--- src/rtl/mem_stage_pkg.sv ---
// Shared definitions for the memory stage: datapath widths, FSM state encoding
// and the MEM/WB field bundle.
package mem_stage_pkg;

   localparam int unsigned DATA_W     = 64;
   localparam int unsigned REG_ADDR_W = 5;

   localparam logic [0:0] ST_IDLE = 1'b0;
   localparam logic [0:0] ST_WAIT = 1'b1;

   typedef struct packed {
      logic                  mem_to_reg;
      logic                  reg_write;
      logic [DATA_W-1:0]     read_data;
      logic [DATA_W-1:0]     alu_result;
      logic [REG_ADDR_W-1:0] write_reg;
   } mem_wb_t;

endpackage

--- src/rtl/mem_stage_mem_wb_reg.sv ---
// MEM/WB pipeline register; while bubble_i is set the control bits are cleared
// and the data fields hold their previous values.
module mem_wb_reg
   import mem_stage_pkg::*;
(
   input  logic                  clk_i,
   input  logic                  reset_i,
   input  logic                  bubble_i,
   input  logic                  mem_to_reg_i,
   input  logic                  reg_write_i,
   input  logic [DATA_W-1:0]     read_data_i,
   input  logic [DATA_W-1:0]     alu_result_i,
   input  logic [REG_ADDR_W-1:0] write_reg_i,
   output logic                  mem_to_reg_o,
   output logic                  reg_write_o,
   output logic [DATA_W-1:0]     read_data_o,
   output logic [DATA_W-1:0]     alu_result_o,
   output logic [REG_ADDR_W-1:0] write_reg_o
);

   mem_wb_t wb_q;
   mem_wb_t wb_d;

   always_comb begin
      wb_d = wb_q;
      if (bubble_i) begin
         wb_d.mem_to_reg = 1'b0;
         wb_d.reg_write  = 1'b0;
      end else begin
         wb_d.mem_to_reg = mem_to_reg_i;
         wb_d.reg_write  = reg_write_i;
         wb_d.read_data  = read_data_i;
         wb_d.alu_result = alu_result_i;
         wb_d.write_reg  = write_reg_i;
      end
   end

   always_ff @(posedge clk_i) begin
      if (reset_i) begin
         wb_q <= '0;
      end else begin
         wb_q <= wb_d;
      end
   end

   assign mem_to_reg_o = wb_q.mem_to_reg;
   assign reg_write_o  = wb_q.reg_write;
   assign read_data_o  = wb_q.read_data;
   assign alu_result_o = wb_q.alu_result;
   assign write_reg_o  = wb_q.write_reg;

endmodule

--- src/rtl/mem_stage.sv ---
// Memory stage: branch resolution, req/ready data-memory handshake with timeout,
// upstream stall and MEM/WB register. MEM_STAGE_STALL_CNT_EN adds stall_cycles.
module mem_stage
   import mem_stage_pkg::*;
#(
   parameter int unsigned DMEM_TIMEOUT = 16,
   parameter int unsigned CNT_W        = 5
) (
   input  logic                  clk,
   input  logic                  reset,
   input  logic                  Zero,
   input  logic                  GreaterThanEqualZero,
   input  logic                  MemRead,
   input  logic                  MemWrite,
   input  logic                  MemtoReg,
   input  logic                  RegWrite,
   input  logic                  Branch,
   input  logic                  BranchGeq,
   input  logic [DATA_W-1:0]     WriteData,
   input  logic [DATA_W-1:0]     Address,
   input  logic [DATA_W-1:0]     ALUResult,
   input  logic [REG_ADDR_W-1:0] WriteReg,
   output logic                  PCSrc,
   output logic [DATA_W-1:0]     BranchTarget,
   output logic                  maintain,
   output logic                  dmem_req,
   output logic                  dmem_we,
   output logic [DATA_W-1:0]     dmem_addr,
   output logic [DATA_W-1:0]     dmem_wdata,
   input  logic                  dmem_ready,
   input  logic [DATA_W-1:0]     dmem_rdata,
   output logic                  OutMemtoReg,
   output logic                  OutRegWrite,
   output logic [DATA_W-1:0]     OutReadData,
   output logic [DATA_W-1:0]     OutALUResult,
   output logic [REG_ADDR_W-1:0] OutWriteReg,
`ifdef MEM_STAGE_STALL_CNT_EN
   output logic [31:0]           stall_cycles,
`endif
   output logic                  dmem_err
);

   logic [0:0]       state_q, state_d;
   logic [CNT_W-1:0] cnt_q, cnt_d;
   logic             err_q, err_d;

   logic             access;
   logic             is_load;
   logic             timeout_hit;
   logic             complete;
   logic             abort;
   logic [DATA_W-1:0] load_data;

   assign PCSrc        = (Branch & Zero) | (BranchGeq & GreaterThanEqualZero);
   assign BranchTarget = Address;

   assign access  = MemRead | MemWrite;
   assign is_load = MemRead & ~MemWrite;

   // A ready arriving on the final wait cycle wins over the abort.
   assign timeout_hit = (state_q == ST_WAIT) && (cnt_q == CNT_W'(DMEM_TIMEOUT));
   assign complete    = access & (dmem_ready | timeout_hit);
   assign abort       = access & ~dmem_ready & timeout_hit;
   assign maintain    = access & ~complete;

   assign dmem_req   = access;
   assign dmem_we    = MemWrite;
   assign dmem_addr  = ALUResult;
   assign dmem_wdata = WriteData;

   assign load_data = (is_load & dmem_ready) ? dmem_rdata : '0;

   always_comb begin
      state_d = state_q;
      cnt_d   = cnt_q;
      err_d   = err_q | abort;
      case (state_q)
         ST_IDLE: begin
            if (access && !dmem_ready) begin
               state_d = ST_WAIT;
               cnt_d   = CNT_W'(1);
            end
         end
         ST_WAIT: begin
            if (complete || !access) begin
               state_d = ST_IDLE;
               cnt_d   = '0;
            end else begin
               cnt_d = cnt_q + CNT_W'(1);
            end
         end
         default: begin
            state_d = ST_IDLE;
            cnt_d   = '0;
         end
      endcase
   end

   always_ff @(posedge clk) begin
      if (reset) begin
         state_q <= ST_IDLE;
         cnt_q   <= '0;
         err_q   <= 1'b0;
      end else begin
         state_q <= state_d;
         cnt_q   <= cnt_d;
         err_q   <= err_d;
      end
   end

   assign dmem_err = err_q;

`ifdef MEM_STAGE_STALL_CNT_EN
   logic [31:0] stall_q, stall_d;

   always_comb begin
      stall_d = stall_q;
      if (maintain && (stall_q != '1)) begin
         stall_d = stall_q + 32'd1;
      end
   end

   always_ff @(posedge clk) begin
      if (reset) begin
         stall_q <= '0;
      end else begin
         stall_q <= stall_d;
      end
   end

   assign stall_cycles = stall_q;
`endif

   mem_wb_reg u_mem_wb_reg (
      .clk_i        (clk),
      .reset_i      (reset),
      .bubble_i     (maintain),
      .mem_to_reg_i (MemtoReg),
      .reg_write_i  (RegWrite),
      .read_data_i  (load_data),
      .alu_result_i (ALUResult),
      .write_reg_i  (WriteReg),
      .mem_to_reg_o (OutMemtoReg),
      .reg_write_o  (OutRegWrite),
      .read_data_o  (OutReadData),
      .alu_result_o (OutALUResult),
      .write_reg_o  (OutWriteReg)
   );

endmodule
--- config.mk ---
export PLATFORM = sky130hd
export DESIGN_NAME = mem_stage
export DESIGN_NICKNAME = d
export VERILOG_FILES = /design/src/rtl/mem_stage_pkg.sv /design/src/rtl/mem_stage_mem_wb_reg.sv /design/src/rtl/mem_stage.sv
export SDC_FILE = /design/constraint.sdc
export NUM_CORES = 1
export LEC_CHECK = 0
export CAP_MARGIN = 15
export CORE_AREA = 4 4 236 238
export CTS_BUF_LIST = sky130_fd_sc_hd__clkbuf_8
export CTS_CLUSTER_SIZE = 40
export DETAILED_ROUTE_END_ITERATION = 8
export DIE_AREA = 0 0 240 242
export GPL_TIMING_DRIVEN = 0
export PLACE_DENSITY_LB_ADDON = 0.1
export SYNTH_ARGS = -nofsm -noshare
export SYNTH_HDL_FRONTEND = slang
export SYNTH_SLANG_ARGS = --single-unit
--- constraint.sdc ---
create_clock -name clk -period 2.4 [get_ports clk]
set_clock_uncertainty 0.05 [all_clocks]
set_input_delay 0.6 -clock clk [delete_from_list [all_inputs] [get_ports clk]]
set_output_delay 0.6 -clock clk [all_outputs]
set_load 0.02 [all_outputs]
==> results of run 1 <==
layer usage:
metal	vias to the layer above	share of wire, %	global-route usage (%)
met4	2	1.2	2.818
met5	-	0.043	0
met3	18	8.1	4.611
met1	2851	38	10.34
li1	3072	-	-
met2	263	53	18.32
area by class of cell:
type                            count  area (um2)
Clock inverter                     15       185.2
Inverter                            5       18.77
Antenna cell                        2       5.005
Fill cell                        5863       41000
Buffer                            231        1693
Tap cell                          696       870.8
Sequential cell                   142        2845
Timing Repair Buffer              480        4712
Multi-Input combinational cell    301        2034
Clock buffer                       17       234.0
cells by family (layout without fill, tap and decap cells):
logic type | Yosys count | in the layout
compound gates | 75 | 75
xor+xnor | 2 | 2
fa+ha+maj | 2 | 2
buf+inv | 237 | 748
flops | 142 | 142
mux | 71 | 71
other cells | 0 | 2
simple gates | 151 | 151
sequential cells by signal, summed over array words and instances, names as in the netlist:
name	cells
u_mem_wb_reg.alu_result_o	64
u_mem_wb_reg.read_data_o	64
cnt_q	5
u_mem_wb_reg.write_reg_o	5
dmem_err	1
state_q	1
u_mem_wb_reg.mem_to_reg_o	1
u_mem_wb_reg.reg_write_o	1
placed cells by master, fill, tap and decap left out, drive strengths merged, types with 3 or more instances in the layout:
master,Yosys,final
clkdlybuf4s50,0,405
clkinv,0,4
a22o,65,65
dlygate4sd2,0,66
inv,5,10
mux2i,70,70
dfxtp,142,142
buf,217,223
nand2,138,138
clkinvlp,0,3
bufinv,0,3
clkbuf,15,32
worst max-delay path, stage by stage (launching register included):
cell and delay (ps):
dfxtp_2 350, inv_2 30, ha_2 150, and4bb_2 240
a21oi_2 170, buf_6 140, buf_6 110
where the power goes:
group | internal [W] | switching, W
Combinational | 0.000946 | 0.000794
Sequential | 0.00247 | 0.0000553
Clock | 0.00104 | 0.00114
Total | 0.00445 | 0.00199
through the flow:
step / setup WS (ps) / TNS [ps]
4_1_cts: -115.0 / -115.0
2_1_floorplan: 379.9 / 0
3_5_place_dp: -988.1 / -12450
5_1_grt: -147.7 / -147.7
6_report: 17.99 / 0
3_3_place_gp: -1032 / -12520
final timing paths:
| kind | start | to |
|---|---|---|
| max | cnt_q[1] | maintain |
| min reg2reg | u_mem_wb_reg.alu_result_o[14] | u_mem_wb_reg.alu_result_o[14] |
| min | reset | u_mem_wb_reg.mem_to_reg_o |
| max reg2reg | cnt_q[1] | u_mem_wb_reg.alu_result_o[46] |
what timing repair did:
action,CTS,global route
setup endpoints to repair,68,2
pin swaps,1,2
gates resized for setup,84,1
setup buffers,4,2
==> flow_summary.toml, run 1 <==
[status]
outcome = "finished clean"

[yosys]
synth.net_count = 954
synth-async-reset-ratio_pct = 0
synth_top_family_by_area = "buffers and inverters"
synth_area_um2 = 6583
ys.flop_type = "dfxtp_1"
synth-compound-area-share_pct = 9.960
yosys-top-cells-count = "buf_4, dfxtp_1, nand2_1"
synth_edf_count = 0
ys_seq_area_share_pct = 43.19
synthMuxAreaShare_pct = 10.82
yosysMostFrequentCell = "buf_4"
yosys.area_share.simple_pct = 9.276
synth_top_area_cell = "dfxtp_1"
synth_seq_cells = 142
netlist_instances = 680
avgSynthCellArea_um2 = 9.680
synth_adder_area_share_pct = 0.3802
ys_warn_count = 0
yosys-top-cells-area = "dfxtp_1, buf_4, mux2i_1"
synth_xor_area_share_pct = 0.2661
synth.distinct_cells = 32
synth_top_cell_area_share_pct = 43.19

[final_layout]
drive_gt1_share_pct = 22.08
post-route-cell-area_um2 = 12600
nNetsFinal = 1452
layout.cells.non_filler = 1889
final_core_util_pct = 23.50
area_growth_pct = 91.39

[clocking]
cts_tree = "done"
cts_root_buf = "clkbuf_8"
postCtsHoldBufs = 0
clock-sinks = 142
worstSkewPairLatency_ps = 540
clk_pin_slew_ps = 100
cts_inserted_buffers = 17
htreeDepth = 4
clockBufferDepth = 2

[setup_path]
critPathMaxFanout = 3
worst_setup_path_end_kind = "output port"
r2r_cells = 9
cp.arrival_ps = 1730
worstPathRequired_ps = 1750
r2r_slack_ps = 240
critPathLaunchType = "register"
worstSetupPathType = "reg -> out"

[global_route]
grt_overflow_total = 0
grt_max_degree = 17
grt.total_usage_pct = 10.07
antenna_found_initial = 3
grt_pass1_vias = 6546
grt_pass1_wl_um = 42970

[placement]
port_buffers = 474
dp_cells = 1850
place_area_um2 = 12200
place_congestion = 0.6773
dp_hpwl_um = 24020

[power_and_ir_drop]
total_power_w = 0.006434
peakVddDrop_mv = 0.3496
power_density_nw_per_um2 = 510.7
leakage_nw = 5.234

[route]
drc = 0
vias = 6206
routedWlPerCell_um = 15.95
vias_per_cell = 3.285
ant_nets = 0
drt_wl_total_um = 30130
drt_iter0_drc = 147
drt_first_pass_iters = 4

[floorplan]
num_io_pins = 604
dieArea_um2 = 58080
core_area_um2 = 53600
die_h_um = 242
initial_core_util_pct = 12.28
die_w_um = 240
num_rows = 85

[sta]
max-slew-margin-rel_pct = 54.49
rsz0062_at_grt = "yes"
max_freq_mhz = 419.8
finalHoldViolCount = 0
worst_pin_slew_ps = 682.6
fin_crit_sh_pct = 99.25
fin_crit_ps = 2382
setup_violations = 0
slew_viol_final = 0
fin_hold_ws_ps = 227.5

[run]
max_cap_viol_count = 0

[hold_path]
min_path_cells = 2
hold_path.class = "in -> reg"
Power figures use the tool's default switching activity.
==> inputs of run 2 (changes only) <==
Settings changed: CORE_AREA 4 4 236 238 to 2 2 234 236, DIE_AREA 0 0 240 242 to 0 0 236 238.
==> run 2 against run 1 <==
Compared with the run above: the run now ends with negative setup slack left; largest cell class unchanged; flip-flop and latch count unchanged; first-iteration DRC count unchanged; sequential power about the same; critical path type unchanged; maximum frequency down 1.6%; critical path depth unchanged; via count up 0.55%; setup slack worse by 38 ps.
==> flow_summary.toml, run 2 (synthesized netlist as in run 1, its figures left out) <==
[status]
outcome = "complete, but fails checks"
violations = "negative setup slack"

[setup_path]
worstSetupPathType = "reg -> out"
critPathMaxFanout = 2
r2r_cells = 9
cp.arrival_ps = 1770
worstPathCellList = "inv_2 > ha_4 > and4bb_2 > a21oi_2 > buf_6 > buf_6"
critPathLaunchType = "register"
path_buf_inv = 3
path_delay_family = "flip-flops"
worstPathRequired_ps = 1750
timing.rr.start = "cnt_q[0]"
r2r_end = "u_mem_wb_reg.alu_result_o[7]"
r2r_slack_ps = 220
cp_slowest_cell = "dfxtp_2"
path_common_cell = "buf_6"
max_stage_delay_ps = 350
worst_setup_path_end_kind = "output port"

[hold_path]
min_path_cells = 2
min_to = "cnt_q[0]"
hold_path.class = "in -> reg"
min_from = "reset"

[placement]
place_area_um2 = 12200
dp_hpwl_um = 22960
port_buffers = 474
dp_cells = 1850
place_congestion = 0.7004
place_ws_ps = -1004

[power_and_ir_drop]
peakVddDrop_mv = 0.3752
swShare_pct = 29.18
leakage_nw = 5.278
switchingPower_w = 0.001957
power_density_nw_per_um2 = 529.1
clkPwrFrac_pct = 36.6
p_int_w = 0.004750
comb_power_share_pct = 25.8
seqPwrFrac_pct = 37.6

[sta]
setup_ws_ps = -19.81
finalSetupTns_ps = -19.81
fin_crit_sh_pct = 100.8
rsz0062_at_grt = "yes"
slew_viol_final = 0
fin_crit_ps = 2420
finalHoldViolCount = 0
setup_violations = 1
worst_pin_slew_ps = 661.0
max_freq_mhz = 413.3
max-slew-margin-rel_pct = 55.93

[floorplan]
die_h_um = 238
num_rows = 85
dieArea_um2 = 56170
num_io_pins = 604
core_area_um2 = 53500
die_w_um = 236
initial_core_util_pct = 12.30

[global_route]
grt_pass1_vias = 6591
grt_max_degree = 17
grt_pass1_wl_um = 41890
grt_overflow_total = 0
antenna_found_initial = 0
grt.total_usage_pct = 10.20

[clocking]
cts_tree = "done"
clock-sinks = 142
htreeDepth = 4
worstSkewPairLatency_ps = 540
clockBufferDepth = 2
cts_inserted_buffers = 17
postCtsHoldBufs = 0
cts_root_buf = "clkbuf_8"
clk_pin_slew_ps = 100

[final_layout]
layout.cells.non_filler = 1889
post-route-cell-area_um2 = 12670
fill_cells = 5834
area_growth_pct = 92.55
layout_commonest_cell = "clkdlybuf4s50_1"
final_cell_mix = "clkdlybuf4s50_1, buf_4, dfxtp_1"
nNetsFinal = 1453
drive_gt1_share_pct = 22.06

[route]
ant_nets = 0
routedWlPerCell_um = 15.38
vias = 6240
drt_first_pass_iters = 4
drt_wl_total_um = 29060
vias_per_cell = 3.303
drc = 0
drt_iter0_drc = 147

[run]
max_cap_viol_count = 0
==> run 2: changes by cell type in the layout (fill, tap and decap cells not counted), sizes merged <==
| cell | before | now |
|---|---|---|
| clkinv | 4 | 5 |
| buf | 223 | 224 |
| clkinvlp | 3 | 1 |
| bufinv | 3 | 6 |
| inv | 10 | 8 |
| diode | 2 | 1 |
==> run 2: power by group through the flow <==
stage          Combinational [W]  Sequential (W)  Clock (W)
2_1_floorplan           0.000728         0.00270          0
4_1_cts                  0.00177         0.00252    0.00266
3_3_place_gp             0.00180         0.00257          0
5_1_grt                  0.00185         0.00254    0.00271
6_report                 0.00173         0.00252    0.00245
3_5_place_dp             0.00180         0.00258          0
==> run 2: area by class of cell <==
type,count,area (um2),share of cell area [%]
diodes,1,2.502,0.01974
repair buffers,481,4720,37.24
clock buffers,17,234.0,1.846
well taps,696,870.8,6.871
plain buffers,231,1693,13.36
flip-flops and latches,142,2848,22.47
inverters,5,18.77,0.1481
multi-input cells,301,2044,16.13
clock inverters,15,244.0,1.925
==> run 2: how the worst max path moves through the flow <==
stage | cells past startpoint | to | from
global placement | 6 | maintain | MemWrite
CTS | 6 | maintain | cnt_q[0]
global route | 6 | maintain | cnt_q[0]
detailed placement | 6 | maintain | MemWrite
floorplan | 4 | maintain | dmem_ready
finish | 6 | maintain | cnt_q[0]
==> run 2: timing repair <==
item / 4_1_cts / 5_1_grt
gates resized for setup: 83 / 4
setup endpoints to repair: 68 / 1
pin swaps: 1 / 2
buffers inserted: 5 / 2
gates cloned: 0 / 0
==> run 2: per-stage QoR <==
stage / total power, W / utilization [%] / hold slack, ps
after floorplan: 0.003432 / - / 435.7
after global placement: 0.004373 / 22.80 / 395.2
after detailed placement: 0.004375 / 22.80 / 403.3
after CTS: 0.006954 / 23.62 / 115.6
after global routing: 0.007089 / 23.69 / 179.3
final: 0.006707 / 23.69 / 228.4
==> run 2: routing by layer <==
layer	routed length, um	part of all wire (%)	GRT usage, %	vias up
met5	0	0	0	-
met4	463	1.6	3.880	0
met3	1957	6.7	3.517	18
met2	15430	53	18.72	271
met1	11200	39	10.68	2874
li1	-	-	-	3077
==> inputs of run 3 (changes only) <==
Settings changed: SLEW_MARGIN from default to 15.
==> results of run 3 <==
Final layout, timing and power as in run 2 (identical DEF).
